### config.mk
export PLATFORM = sky130hd
export DESIGN_NAME = almacen_ctrl
export DESIGN_NICKNAME = d
export VERILOG_FILES = /design/src/rtl/almacen_pkg.sv /design/src/rtl/almacen_lane.sv /design/src/rtl/almacen_ctrl.sv
export SDC_FILE = /design/constraint.sdc
export NUM_CORES = 1
export LEC_CHECK = 0
export CAP_MARGIN = 10
export CORE_ASPECT_RATIO = 1.75
export CORE_MARGIN = 2
export CORE_UTILIZATION = 50
export CTS_BUF_LIST = sky130_fd_sc_hd__clkbuf_4 sky130_fd_sc_hd__clkbuf_8
export CTS_CLUSTER_SIZE = 10
export DETAILED_ROUTE_END_ITERATION = 8
export PLACE_DENSITY = 0.7
export SYNTH_ARGS = -nofsm -noshare
export SYNTH_HDL_FRONTEND = slang
export SYNTH_SLANG_ARGS = --single-unit
### constraint.sdc
create_clock -name clk -period 2.4 [get_ports clk]
set_input_delay 0.48 -clock clk [delete_from_list [all_inputs] [get_ports clk]]
set_output_delay 0.48 -clock clk [all_outputs]
set_load 0.1 [all_outputs]
### src/rtl/almacen_pkg.sv
// Shared definitions for the storage-lane controller: lane state encoding
// and default sizing constants.
package almacen_pkg;

    typedef enum logic [1:0] {
        IDLE    = 2'd0,
        IN_RUN  = 2'd1,
        OUT_RUN = 2'd2,
        FAULT   = 2'd3
    } lane_state_t;

    localparam int N_LANES_DEF     = 4;
    localparam int CAPACITY_DEF    = 8;
    localparam int CNT_W_DEF       = 4;
    localparam int DEB_CYC_DEF     = 4;
    localparam int TIMEOUT_CYC_DEF = 1000;

endpackage

### src/rtl/almacen_lane.sv
// One storage lane: two sensor debouncers, the entry/exit FSM, its run
// timeout and the saturating stock counter.
//
// state   | meaning
// --------+---------------------------------------------------
// IDLE    | waiting for a single filtered sensor, actuators off
// IN_RUN  | entry actuator on, waiting for both sensors low
// OUT_RUN | exit actuator on, waiting for both sensors low
// FAULT   | run timed out, waits for fault_clr with sensors low
module almacen_lane
    import almacen_pkg::*;
#(
    parameter int CAPACITY    = CAPACITY_DEF,
    parameter int CNT_W       = CNT_W_DEF,
    parameter int DEB_CYC     = DEB_CYC_DEF,
    parameter int TIMEOUT_CYC = TIMEOUT_CYC_DEF
) (
    input  logic             clk,
    input  logic             rst_n,
    input  logic             s1,
    input  logic             s2,
    input  logic             fault_clr,
    output logic             a,
    output logic             c,
    output logic [CNT_W-1:0] stock,
    output logic             full,
    output logic             empty,
    output logic             fault
);

    localparam int DEB_W = $clog2(DEB_CYC + 1);
    localparam int TMR_W = $clog2(TIMEOUT_CYC);
    localparam logic [DEB_W-1:0] DEB_LAST = DEB_W'(DEB_CYC - 1);
    localparam logic [TMR_W-1:0] TMR_LOAD = TMR_W'(TIMEOUT_CYC - 1);
    localparam logic [CNT_W-1:0] CAP      = CNT_W'(CAPACITY);

    logic [1:0]       raw;
    logic [1:0]       filt;
    logic [DEB_W-1:0] deb_cnt [2];
    logic             s1f, s2f, quiet;

    lane_state_t      state;
    logic [TMR_W-1:0] timer;

    assign raw   = {s2, s1};
    assign s1f   = filt[0];
    assign s2f   = filt[1];
    assign quiet = !s1f && !s2f;
    assign full  = (stock == CAP);
    assign empty = (stock == '0);

    // Filtered value follows raw only after DEB_CYC consecutive differing samples.
    always_ff @(posedge clk or negedge rst_n) begin
        if (!rst_n) begin
            filt       <= '0;
            deb_cnt[0] <= '0;
            deb_cnt[1] <= '0;
        end else begin
            for (int i = 0; i < 2; i++) begin
                if (raw[i] != filt[i]) begin
                    if (deb_cnt[i] == DEB_LAST) begin
                        filt[i]    <= raw[i];
                        deb_cnt[i] <= '0;
                    end else begin
                        deb_cnt[i] <= deb_cnt[i] + DEB_W'(1);
                    end
                end else begin
                    deb_cnt[i] <= '0;
                end
            end
        end
    end

    // Timer is a down-counter loaded on run entry; reaching zero without the
    // exit condition means the run lasted TIMEOUT_CYC cycles.
    always_ff @(posedge clk or negedge rst_n) begin
        if (!rst_n) begin
            state <= IDLE;
            timer <= '0;
            stock <= '0;
            a     <= 1'b0;
            c     <= 1'b0;
            fault <= 1'b0;
        end else begin
            case (state)
                IDLE: begin
                    if (s1f && !s2f && !full) begin
                        state <= IN_RUN;
                        timer <= TMR_LOAD;
                        a     <= 1'b1;
                    end else if (s2f && !s1f && !empty) begin
                        state <= OUT_RUN;
                        timer <= TMR_LOAD;
                        c     <= 1'b1;
                    end
                end
                IN_RUN: begin
                    if (quiet) begin
                        state <= IDLE;
                        a     <= 1'b0;
                        if (stock != CAP) stock <= stock + CNT_W'(1);
                    end else if (timer == '0) begin
                        state <= FAULT;
                        a     <= 1'b0;
                        fault <= 1'b1;
                    end else begin
                        timer <= timer - TMR_W'(1);
                    end
                end
                OUT_RUN: begin
                    if (quiet) begin
                        state <= IDLE;
                        c     <= 1'b0;
                        if (stock != '0) stock <= stock - CNT_W'(1);
                    end else if (timer == '0) begin
                        state <= FAULT;
                        c     <= 1'b0;
                        fault <= 1'b1;
                    end else begin
                        timer <= timer - TMR_W'(1);
                    end
                end
                FAULT: begin
                    if (fault_clr && quiet) begin
                        state <= IDLE;
                        fault <= 1'b0;
                    end
                end
                default: begin
                    state <= IDLE;
                    a     <= 1'b0;
                    c     <= 1'b0;
                    fault <= 1'b0;
                end
            endcase
        end
    end

endmodule

### src/rtl/almacen_ctrl.sv
// Multi-lane storage controller: N_LANES independent lane instances with
// their stock counts packed side by side on one bus.
module almacen_ctrl
    import almacen_pkg::*;
#(
    parameter int N_LANES     = N_LANES_DEF,
    parameter int CAPACITY    = CAPACITY_DEF,
    parameter int CNT_W       = CNT_W_DEF,
    parameter int DEB_CYC     = DEB_CYC_DEF,
    parameter int TIMEOUT_CYC = TIMEOUT_CYC_DEF
) (
    input  logic                       clk,
    input  logic                       rst_n,
    input  logic [N_LANES-1:0]         s1,
    input  logic [N_LANES-1:0]         s2,
    input  logic [N_LANES-1:0]         fault_clr,
    output logic [N_LANES-1:0]         a,
    output logic [N_LANES-1:0]         c,
    output logic [N_LANES*CNT_W-1:0]   stock,
    output logic [N_LANES-1:0]         full,
    output logic [N_LANES-1:0]         empty,
    output logic [N_LANES-1:0]         fault
);

    for (genvar i = 0; i < N_LANES; i++) begin : g_lane
        almacen_lane #(
            .CAPACITY    (CAPACITY),
            .CNT_W       (CNT_W),
            .DEB_CYC     (DEB_CYC),
            .TIMEOUT_CYC (TIMEOUT_CYC)
        ) u_lane (
            .clk       (clk),
            .rst_n     (rst_n),
            .s1        (s1[i]),
            .s2        (s2[i]),
            .fault_clr (fault_clr[i]),
            .a         (a[i]),
            .c         (c[i]),
            .stock     (stock[i*CNT_W +: CNT_W]),
            .full      (full[i]),
            .empty     (empty[i]),
            .fault     (fault[i])
        );
    end

endmodule

==> run_results.csv, run 1 <==
group,metric,value,unit
outcome,status,"complete, no violations",
placed_design,gp_congestion,0.9036,
yosys,syn_inst,655,
routing,drtIter0Drc,238,
layout,final_common_cell,"dfrtp_1",
critical_path,r2r_cells,7,
yosys,yosysTopAreaCell,"dfrtp_1",
timing,rsz0062_at_grt,"false",
timing,worst_pin_slew,894.3,ps
die,num_io_pins,50,
critical_path,crit_required,2660,ps
layout,final_cell_mix,"dfrtp_1 (106), nor2_1 (49), buf_4 (46)",
clocking,cts_buffer_depth,2,
yosys,synth.distinct_cells,73,
timing,min_period,2233,ps
clocking,cts-htree-levels,3,
clocking,root_buffer,"clkbuf_8",
routing,drt_first_pass_iters,4,
yosys,synth-seq-cells,108,
critical_path,regToRegSetupSlack,170,ps
die,die_w,90.08,um
critical_path,critPathLaunch,"g_lane[0].u_lane.state[0]",
yosys,avgSynthCellArea,9.899,sq um
clocking,numCtsBuffers,9,
yosys,synth_edf_count,0,
critical_path,crit_path_top_delay_cell,"dfrtp_1",
grt,track_usage,0.1954,
yosys,synthesis.nets,709,
placed_design,io_buffers,49,
yosys,yosysTopAreaCellShare,0.4168,
critical_path,critPathLaunchType,"register",
timing,timing.final.crit_share,0.9303,
timing,max_freq,0.4479,GHz
clocking,clock-sinks,108,
grt,antenna_found_initial,0,
run,drv_cap,0,
die,fp-row-count,55,
routing,drcViolationCount,0,
critical_path,arrival,2490,ps
placed_design,place_hpwl,9987,um
worst_hold_path,hold_class,"reg2reg",
clocking,post_cts_buffers,0,
routing,drtAntennaViolNets,0,
critical_path,crit_path_end,"g_lane[0].u_lane.timer[8]",
layout,diodes,0,
layout,area_growth,13.70,%
die,die-height,154.6,um
yosys,yosysSeqAreaShare,0.4168,
layout,drive_above_1_share,0.1688,
routing,viasPerCell,5.651,
die,die_area,13930,sq um
routing,vias,4950,
critical_path,path_max_fanout,5,
yosys,yosysWarnings,0,
critical_path,critical_path.max_stage_delay,410,ps
timing,fin_setup_tns,0,ps
clocking,tritoncts,"yes",
critical_path,cp_num_buf_inv,1,
grt,grt_max_degree,62,
timing,slew_viol_final,0,
critical_path,crit_type,"reg2reg",
layout,nNetsFinal,754,
yosys,syn_area,6484,sq um
yosys,synth_area_leaders,"dfrtp_1 (42%), ha_1 (6.9%), o21ai_0 (2.9%)",
yosys,ys_async_sr_fraction,1.000,
clocking,clk-insertion-delay-late,380,ps
critical_path,cp_top_family,"compound AO/OA/AOI/OAI gates",
critical_path,path_cells,"inv_1 > ha_1 > o22ai_1 > a41oi_2 > nand4_1 > o31a_1 > or3_1",
grt,grt_pass1_vias,5104,
critical_path,crit_cells,7,
timing,max_slew_margin,0.4025,
timing,setup_viol,0,
routing,wl_per_cell,15.15,um
die,start_util,0.5065,
critical_path,crit_path_end_kind,"register",
critical_path,r2r-start,"g_lane[0].u_lane.state[0]",
timing,finalHoldViolations,0,
critical_path,worstReg2RegEnd,"g_lane[0].u_lane.timer[8]",
timing,fin_skew,12.11,ps
grt,grt_overflow,0,
clocking,path_clk_slew,110,ps
routing,drt-total-wl,13270,um
grt,grt_pass1_wl,22630,um
yosys,ys.flop_type,"dfrtp_1",
die,core,12800,sq um
## Yosys cell counts (4+ instances only)
| cell type | instances |
|---|---|
| a21oi_1 | 37 |
| a31oi_1 | 7 |
| and2_1 | 5 |
| buf_2 | 6 |
| buf_4 | 22 |
| dfrtp_1 | 108 |
| fa_1 | 4 |
| ha_1 | 36 |
| inv_1 | 36 |
| mux2_2 | 10 |
| mux2i_1 | 10 |
| nand2_1 | 40 |
| nand2b_1 | 15 |
| nand3_1 | 15 |
| nand4_1 | 9 |
| nor2_1 | 49 |
| nor2b_1 | 20 |
| nor3_1 | 16 |
| nor3b_1 | 19 |
| nor4_1 | 7 |
| nor4_2 | 6 |
| o21ai_0 | 38 |
| o21ai_1 | 5 |
| o22ai_1 | 4 |
| o31ai_1 | 5 |
| or2_2 | 5 |
| or3_1 | 13 |
| or4_1 | 6 |
| xnor2_1 | 18 |
| xor2_1 | 15 |
## worst min path at each step
stage | start | endpoint | slack [ps] | cells after the start
3_3_place_gp | rst_n | g_lane[2].u_lane.stock[3] | 350 | 1
5_1_grt | g_lane[1].u_lane.deb_cnt[0] | g_lane[1].u_lane.deb_cnt[0] | 470 | 1
3_5_place_dp | rst_n | g_lane[2].u_lane.stock[1] | 350 | 1
4_1_cts | g_lane[0].u_lane.deb_cnt[3] | g_lane[0].u_lane.deb_cnt[3] | 450 | 1
6_report | g_lane[1].u_lane.deb_cnt[0] | g_lane[1].u_lane.deb_cnt[0] | 450 | 1
2_1_floorplan | rst_n | g_lane[0].u_lane.a | 180 | 0
## routing by layer
layer / vias up / global-route usage / part of all wire
li1: 2401 / - / -
met1: 2439 / 0.2013 / 0.39
met2: 84 / 0.3849 / 0.56
met3: 26 / 0.03507 / 0.025
met4: 0 / 0.07473 / 0.023
met5: - / 0 / 0
## flip-flops by register name, summed over array words and instances, names as in the netlist
register               count
g_lane.u_lane.a            4
g_lane.u_lane.c            4
g_lane.u_lane.deb_cnt     24
g_lane.u_lane.fault        4
g_lane.u_lane.filt         8
g_lane.u_lane.state        8
g_lane.u_lane.stock       16
g_lane.u_lane.timer       40
## logic make-up (layout without fill, tap and decap cells)
logic type	after synthesis	after routing	share of synthesized area
adders and majority gates	40	40	0.08182
muxes	22	22	0.03744
xor gates and xnor gates	33	33	0.04458
AOI/OAI and AO/OA	133	133	0.1339
and+or+nand+nor	249	249	0.2287
buffers and inverters	70	120	0.05673
DFF	108	108	0.4168
## final cells by class
class                      instances  area [sq um]
timing repair buffer              68         655.6
clock buffer                       9         123.9
tap                              171         214.0
clock inverter                     7         105.1
inverter                          36         135.1
sequential                       108          2705
fill                            1144          5428
multi-input combinational        477          3433
## per-stage QoR
step	std cells	hold slack (ps)	worst slack (ps)	cell area, sq um	utilization
4_1_cts	876	454.7	162.1	7352	0.5744
5_1_grt	876	471.4	25.24	7372	0.5760
3_5_place_dp	859	352.3	180.0	7113	0.5557
3_3_place_gp	859	351.9	258.5	7113	0.5557
6_report	876	448.6	167.3	7372	0.5760
2_1_floorplan	655	184.4	4.479	6486	-
## what timing repair did
action,CTS,global route
hold buffers,1,0
setup endpoints to repair,0,2
hold endpoints to repair,13,0
gates resized for setup,0,3
Power of run 1 is not shown: default switching activity piles up to over one toggle a cycle in this logic, so the estimate is an artifact.
==> run 2, diff against run 1 <==
--- a/config.mk
+++ b/config.mk
@@ -7,7 +7,6 @@
 export LEC_CHECK = 0
 export CAP_MARGIN = 10
 export CORE_ASPECT_RATIO = 1.75
-export CORE_MARGIN = 2
 export CORE_UTILIZATION = 50
 export CTS_BUF_LIST = sky130_fd_sc_hd__clkbuf_4 sky130_fd_sc_hd__clkbuf_8
 export CTS_CLUSTER_SIZE = 10
@@ -15,4 +14,5 @@
 export PLACE_DENSITY = 0.7
 export SYNTH_ARGS = -nofsm -noshare
 export SYNTH_HDL_FRONTEND = slang
+export SYNTH_HIERARCHICAL = 1
 export SYNTH_SLANG_ARGS = --single-unit
==> run_results.csv, run 2 <==
group,metric,value,unit
layout,final_common_cell,"dfrtp_1",
critical_path,regToRegSetupSlack,110,ps
routing,viasPerCell,5.752,
timing,slew_viol_final,0,
placed_design,gp_congestion,0.9103,
outcome,status,"finished, violations left",
die,die-height,151.1,um
timing,finalHoldViolations,0,
clocking,tritoncts,"yes",
die,num_io_pins,50,
yosys,yosysWarnings,6,
clocking,path_clk_slew,100,ps
layout,diodes,0,
clocking,clk-insertion-delay-late,370,ps
worst_hold_path,min_to,"g_lane[3].u_lane/deb_cnt[3]",
yosys,synth.distinct_cells,74,
layout,drive_above_1_share,0.2222,
routing,drtAntennaViolNets,0,
critical_path,crit_type,"reg2out",
yosys,yosysTopAreaCell,"dfrtp_1",
layout,nNetsFinal,735,
die,die_area,13170,sq um
timing,setup_viol,0,
run,drv_cap,0,
layout,n_fill_cell,1058,
layout,largest_register_ffs,40,
yosys,syn_inst,611,
die,core,12430,sq um
yosys,synthesis.nets,667,
layout,final-seq-area,2743,sq um
critical_path,r2r_cells,7,
clocking,clock-sinks,108,
timing,timing.final.crit_share,0.9707,
routing,drt_first_pass_iters,6,
critical_path,arrival,1850,ps
layout,final_util,0.6055,
yosys,synth.most_common_cell,"dfrtp_1",
clocking,cts_buffer_depth,2,
clocking,numCtsBuffers,9,
worst_hold_path,hold_class,"reg2reg",
layout,area_growth,18.54,%
yosys,ys_async_sr_fraction,1.000,
yosys,synth_area_leaders,"dfrtp_1 (43%), ha_1 (7.5%), a21oi_1 (3.0%)",
clocking,cts-htree-levels,3,
timing,worst_pin_slew,529.6,ps
yosys,synth_edf_count,0,
grt,grt_max_degree,50,
routing,drtIter0Drc,225,
die,start_util,0.5108,
yosys,avgSynthCellArea,10.39,sq um
grt,grt_pass1_vias,4954,
critical_path,critPathLaunch,"g_lane[2].u_lane/stock[1]",
placed_design,io_buffers,49,
yosys,synth_commonest_cells,"dfrtp_1 (108), inv_1 (47), a21oi_1 (38), ha_1 (38), nor2_1 (34)",
grt,antenna_found_initial,0,
critical_path,critPathLaunchType,"register",
placed_design,place_hpwl,10220,um
die,die_w,87.19,um
timing,rsz0062_at_grt,"false",
grt,track_usage,0.2133,
critical_path,crit_required,1920,ps
routing,wl_per_cell,15.62,um
yosys,ys.flop_type,"dfrtp_1",
grt,grt_pass1_wl,22160,um
layout,multi_input_area,3511,sq um
timing,fin_skew,6.535,ps
critical_path,crit_path_end_kind,"output port",
routing,vias,4901,
critical_path,r2r-start,"g_lane[2].u_lane/stock[1]",
worst_hold_path,min_from,"g_lane[3].u_lane/deb_cnt[3]",
critical_path,path_max_fanout,5,
layout,regMostFlops,"g_lane.u_lane/timer",
routing,drt-total-wl,13310,um
outcome,violations,"design-rule violations",
die,fp-row-count,54,
yosys,syn_area,6350,sq um
yosys,yosysTopAreaCellShare,0.4256,
yosys,synth-seq-cells,108,
layout,final_cell_mix,"dfrtp_1 (92), buf_4 (47), inv_1 (41)",
worst_hold_path,whs_path_depth,1,
critical_path,worstReg2RegEnd,"g_lane[2].u_lane/timer[4]",
timing,max_freq,0.4292,GHz
timing,min_period,2330,ps
yosys,yosysSeqAreaShare,0.4256,
grt,grt_overflow,0,
clocking,root_buffer,"clkbuf_8",
timing,max_slew_margin,0.6432,
layout,top_regs,"g_lane.u_lane/timer: 40 flops, g_lane.u_lane/deb_cnt: 24 flops, g_lane.u_lane/stock: 16 flops",
routing,drcViolationCount,1,
[run 2: cell count changes after synthesis, moves of 8 or more]
cell	previous run	this run
buf_4	22	0
inv_1	36	47
nand2_1	40	26
nand2b_1	15	7
nand3_1	15	5
nand4_1	9	0
nor2_1	49	34
o211ai_1	1	9
o21ai_0	38	30
[run 2: logic make-up (layout without fill, tap and decap cells)]
logic type	after synthesis	count (layout)	share of synthesized area
compound gates	155	155	0.1840
flops	108	108	0.4256
xor+xnor	34	34	0.04690
mux	24	24	0.03980
simple gates	189	189	0.1781
fa+ha+maj	42	42	0.08749
buf+inv	59	132	0.03803
[run 2: area by class of cell]
| type | instances | area share |
|---|---|---|
| clock buffer | 11 | 0.01845 |
| multi-input combinational | 444 | 0.4664 |
| inverter | 47 | 0.02643 |
| clock inverter | 5 | 0.008311 |
| timing repair buffer | 69 | 0.08810 |
| sequential | 108 | 0.3644 |
| tap | 168 | 0.02793 |
[run 2: worst max-delay path by stage]
| stage | end | slack, ps | depth (start not counted) |
|---|---|---|---|
| finish | empty[2] | 70 | 4 |
| global route | g_lane[1].u_lane/timer[9] | 1 | 7 |
| CTS | full[3] | 20 | 3 |
| detailed placement | g_lane[1].u_lane/timer[9] | 10 | 7 |
| global placement | g_lane[1].u_lane/timer[9] | 130 | 7 |
| floorplan | g_lane[0].u_lane/timer[2] | -520 | 5 |
[run 2: timing repair]
action,CTS,global route
setup endpoints to repair,3,6
setup buffers,0,4
gates resized for setup,3,5
endpoints found under the hold margin,20,0
hold buffers,1,0
pin swaps,0,3
[run 2: per-stage QoR]
stage               std cells  worst slack (ps)  hold WS, ps  TNS [ps]  cell area [sq um]
detailed placement        831             11.48        411.6         0               7241
floorplan                 611            -521.9        184.4     -5053               6492
global placement          831             130.3        408.2         0               7241
finish                    852             70.31        450.0         0               7527
global route              852             1.432        473.1         0               7527
CTS                       848             15.32        453.9         0               7472
[run 2: per-layer routing]
| layer | share of wire | GRT usage |
|---|---|---|
| met1 | 0.39 | 0.2202 |
| met2 | 0.58 | 0.4201 |
| met3 | 0.017 | 0.03215 |
| met4 | 0.018 | 0.08197 |
| met5 | 0 | 0 |
[run 2: critical path, stage by stage, from the launching register on]
cell and delay [ps]:
dfrtp_4 510, or4_4 540, buf_4 170, clkinvlp_4 80, buf_12 170
Power of run 2 is left out for the same reason.
==> run 3, diff against run 2 <==
--- a/config.mk
+++ b/config.mk
@@ -12,6 +12,8 @@
 export CTS_CLUSTER_SIZE = 10
 export DETAILED_ROUTE_END_ITERATION = 8
 export PLACE_DENSITY = 0.7
+export RECOVER_POWER = 100
+export REMOVE_ABC_BUFFERS = 1
 export SYNTH_ARGS = -nofsm -noshare
 export SYNTH_HDL_FRONTEND = slang
 export SYNTH_HIERARCHICAL = 1
==> run_results.csv, run 3 (synthesis gave the netlist of run 2 again) <==
group,metric,value,unit
grt,grt_max_degree,53,
critical_path,cp_top_family,"simple AND/OR/NAND/NOR gates",
critical_path,regToRegSetupSlack,120,ps
timing,max_freq,0.4327,GHz
die,start_util,0.5108,
placed_design,io_buffers,49,
grt,grt_pass1_vias,5160,
grt,grt_overflow,0,
outcome,violations,"max-capacitance violations, max-slew violations",
layout,diodes,0,
layout,n_fill_cell,1134,
die,num_io_pins,50,
critical_path,path_max_fanout,6,
run,drv_cap,1,
timing,fin_skew,10.63,ps
critical_path,worstReg2RegEnd,"g_lane[2].u_lane/timer[6]",
timing,min_period,2311,ps
critical_path,cp_num_buf_inv,2,
die,core,12430,sq um
routing,drtAntennaViolNets,0,
clocking,path_clk_slew,100,ps
critical_path,r2r-start,"g_lane[2].u_lane/state[1]",
layout,nNetsFinal,729,
timing,fin_setup_tns,0,ps
clocking,clk-insertion-delay-late,370,ps
die,die-height,151.1,um
grt,antenna_found_initial,0,
clocking,cts_buffer_depth,2,
critical_path,crit_path_top_delay_cell,"or4_1",
die,die_area,13170,sq um
grt,grt_pass1_wl,22490,um
layout,regMostFlops,"g_lane.u_lane/timer",
critical_path,critical_path.max_stage_delay,600,ps
layout,top_regs,"g_lane.u_lane/timer: 40 flops, g_lane.u_lane/deb_cnt: 24 flops, g_lane.u_lane/stock: 16 flops",
routing,drcViolationCount,0,
layout,largest_register_ffs,40,
critical_path,arrival,1830,ps
clocking,clock-sinks,108,
worst_hold_path,min_to,"g_lane[1].u_lane/deb_cnt[3]",
layout,final_common_cell,"dfrtp_1",
grt,track_usage,0.2141,
clocking,root_buffer,"clkbuf_8",
critical_path,crit_path_end_kind,"output port",
clocking,numCtsBuffers,9,
placed_design,pre_cts_ws,-12.15,ps
timing,fin_ws,88.83,ps
critical_path,crit_required,1920,ps
routing,viasPerCell,5.750,
outcome,status,"finished, violations left",
routing,drt-total-wl,13200,um
layout,final_cell_mix,"dfrtp_1 (108), inv_1 (47), a21oi_1 (37)",
layout,area_growth,13.14,%
routing,drt_first_pass_iters,4,
worst_hold_path,whs_path_depth,1,
routing,wl_per_cell,15.62,um
critical_path,path_cells,"or4_1 > inv_1 > buf_12",
timing,finalHoldViolations,0,
worst_hold_path,min_from,"g_lane[1].u_lane/deb_cnt[3]",
placed_design,gp_congestion,0.8848,
clocking,tritoncts,"yes",
routing,vias,4859,
timing,timing.final.crit_share,0.9630,
timing,rsz0062_at_grt,"false",
timing,max_slew_margin,-0.2163,
placed_design,place_hpwl,9880,um
routing,drtIter0Drc,246,
critical_path,crit_type,"reg2out",
clocking,cts-htree-levels,3,
critical_path,critPathLaunchType,"register",
layout,drive_above_1_share,0.1654,
timing,slew_viol_final,32,
die,die_w,87.19,um
timing,setup_viol,0,
die,fp-row-count,54,
critical_path,r2r_cells,8,
worst_hold_path,hold_class,"reg2reg",
timing,worst_pin_slew,1825,ps
-- run 3: area by class of cell --
type	instances	area, sq um	area share
Timing Repair Buffer	63	470.5	0.06548
Clock buffer	11	138.9	0.01933
Inverter	47	176.4	0.02456
Multi-Input combinational cell	444	3435	0.4781
Sequential cell	108	2703	0.3762
Tap cell	168	210.2	0.02926
Clock inverter	4	51.30	0.007140
-- run 3: routing by layer --
layer	wire length, um	track usage
met1	5172	0.2187
met2	7516	0.4217
met3	251	0.02507
met4	254	0.09836
met5	0	0
-- run 3: worst max-delay path by stage --
stage | cells after the start | from | to
global route | 7 | g_lane[1].u_lane/state[1] | g_lane[1].u_lane/timer[9]
detailed placement | 7 | g_lane[1].u_lane/state[0] | g_lane[1].u_lane/timer[9]
CTS | 7 | g_lane[0].u_lane/state[0] | g_lane[0].u_lane/stock[3]
finish | 3 | g_lane[3].u_lane/stock[0] | empty[3]
global placement | 7 | g_lane[1].u_lane/state[0] | g_lane[1].u_lane/timer[9]
floorplan | 4 | g_lane[0].u_lane/stock[1] | g_lane[0].u_lane/timer[2]
-- run 3: stage by stage --
step	hold WS (ps)	utilization	std cells	cell area [sq um]
after CTS	33.19	0.5877	844	7306
after global routing	481.8	0.5779	845	7184
final	445.7	0.5779	845	7184
after floorplan	184.4	-	599	6285
after global placement	428.6	0.5714	829	7103
after detailed placement	433.8	0.5714	829	7103
-- run 3: what timing repair did --
item	CTS	global route
setup buffers	0	1
hold buffers	0	0
setup endpoints to repair	1	10
gates cloned	0	0
pin swaps	0	1
resized for setup	1	8
hold endpoints to repair	0	0
Power of run 3 is left out for the same reason.
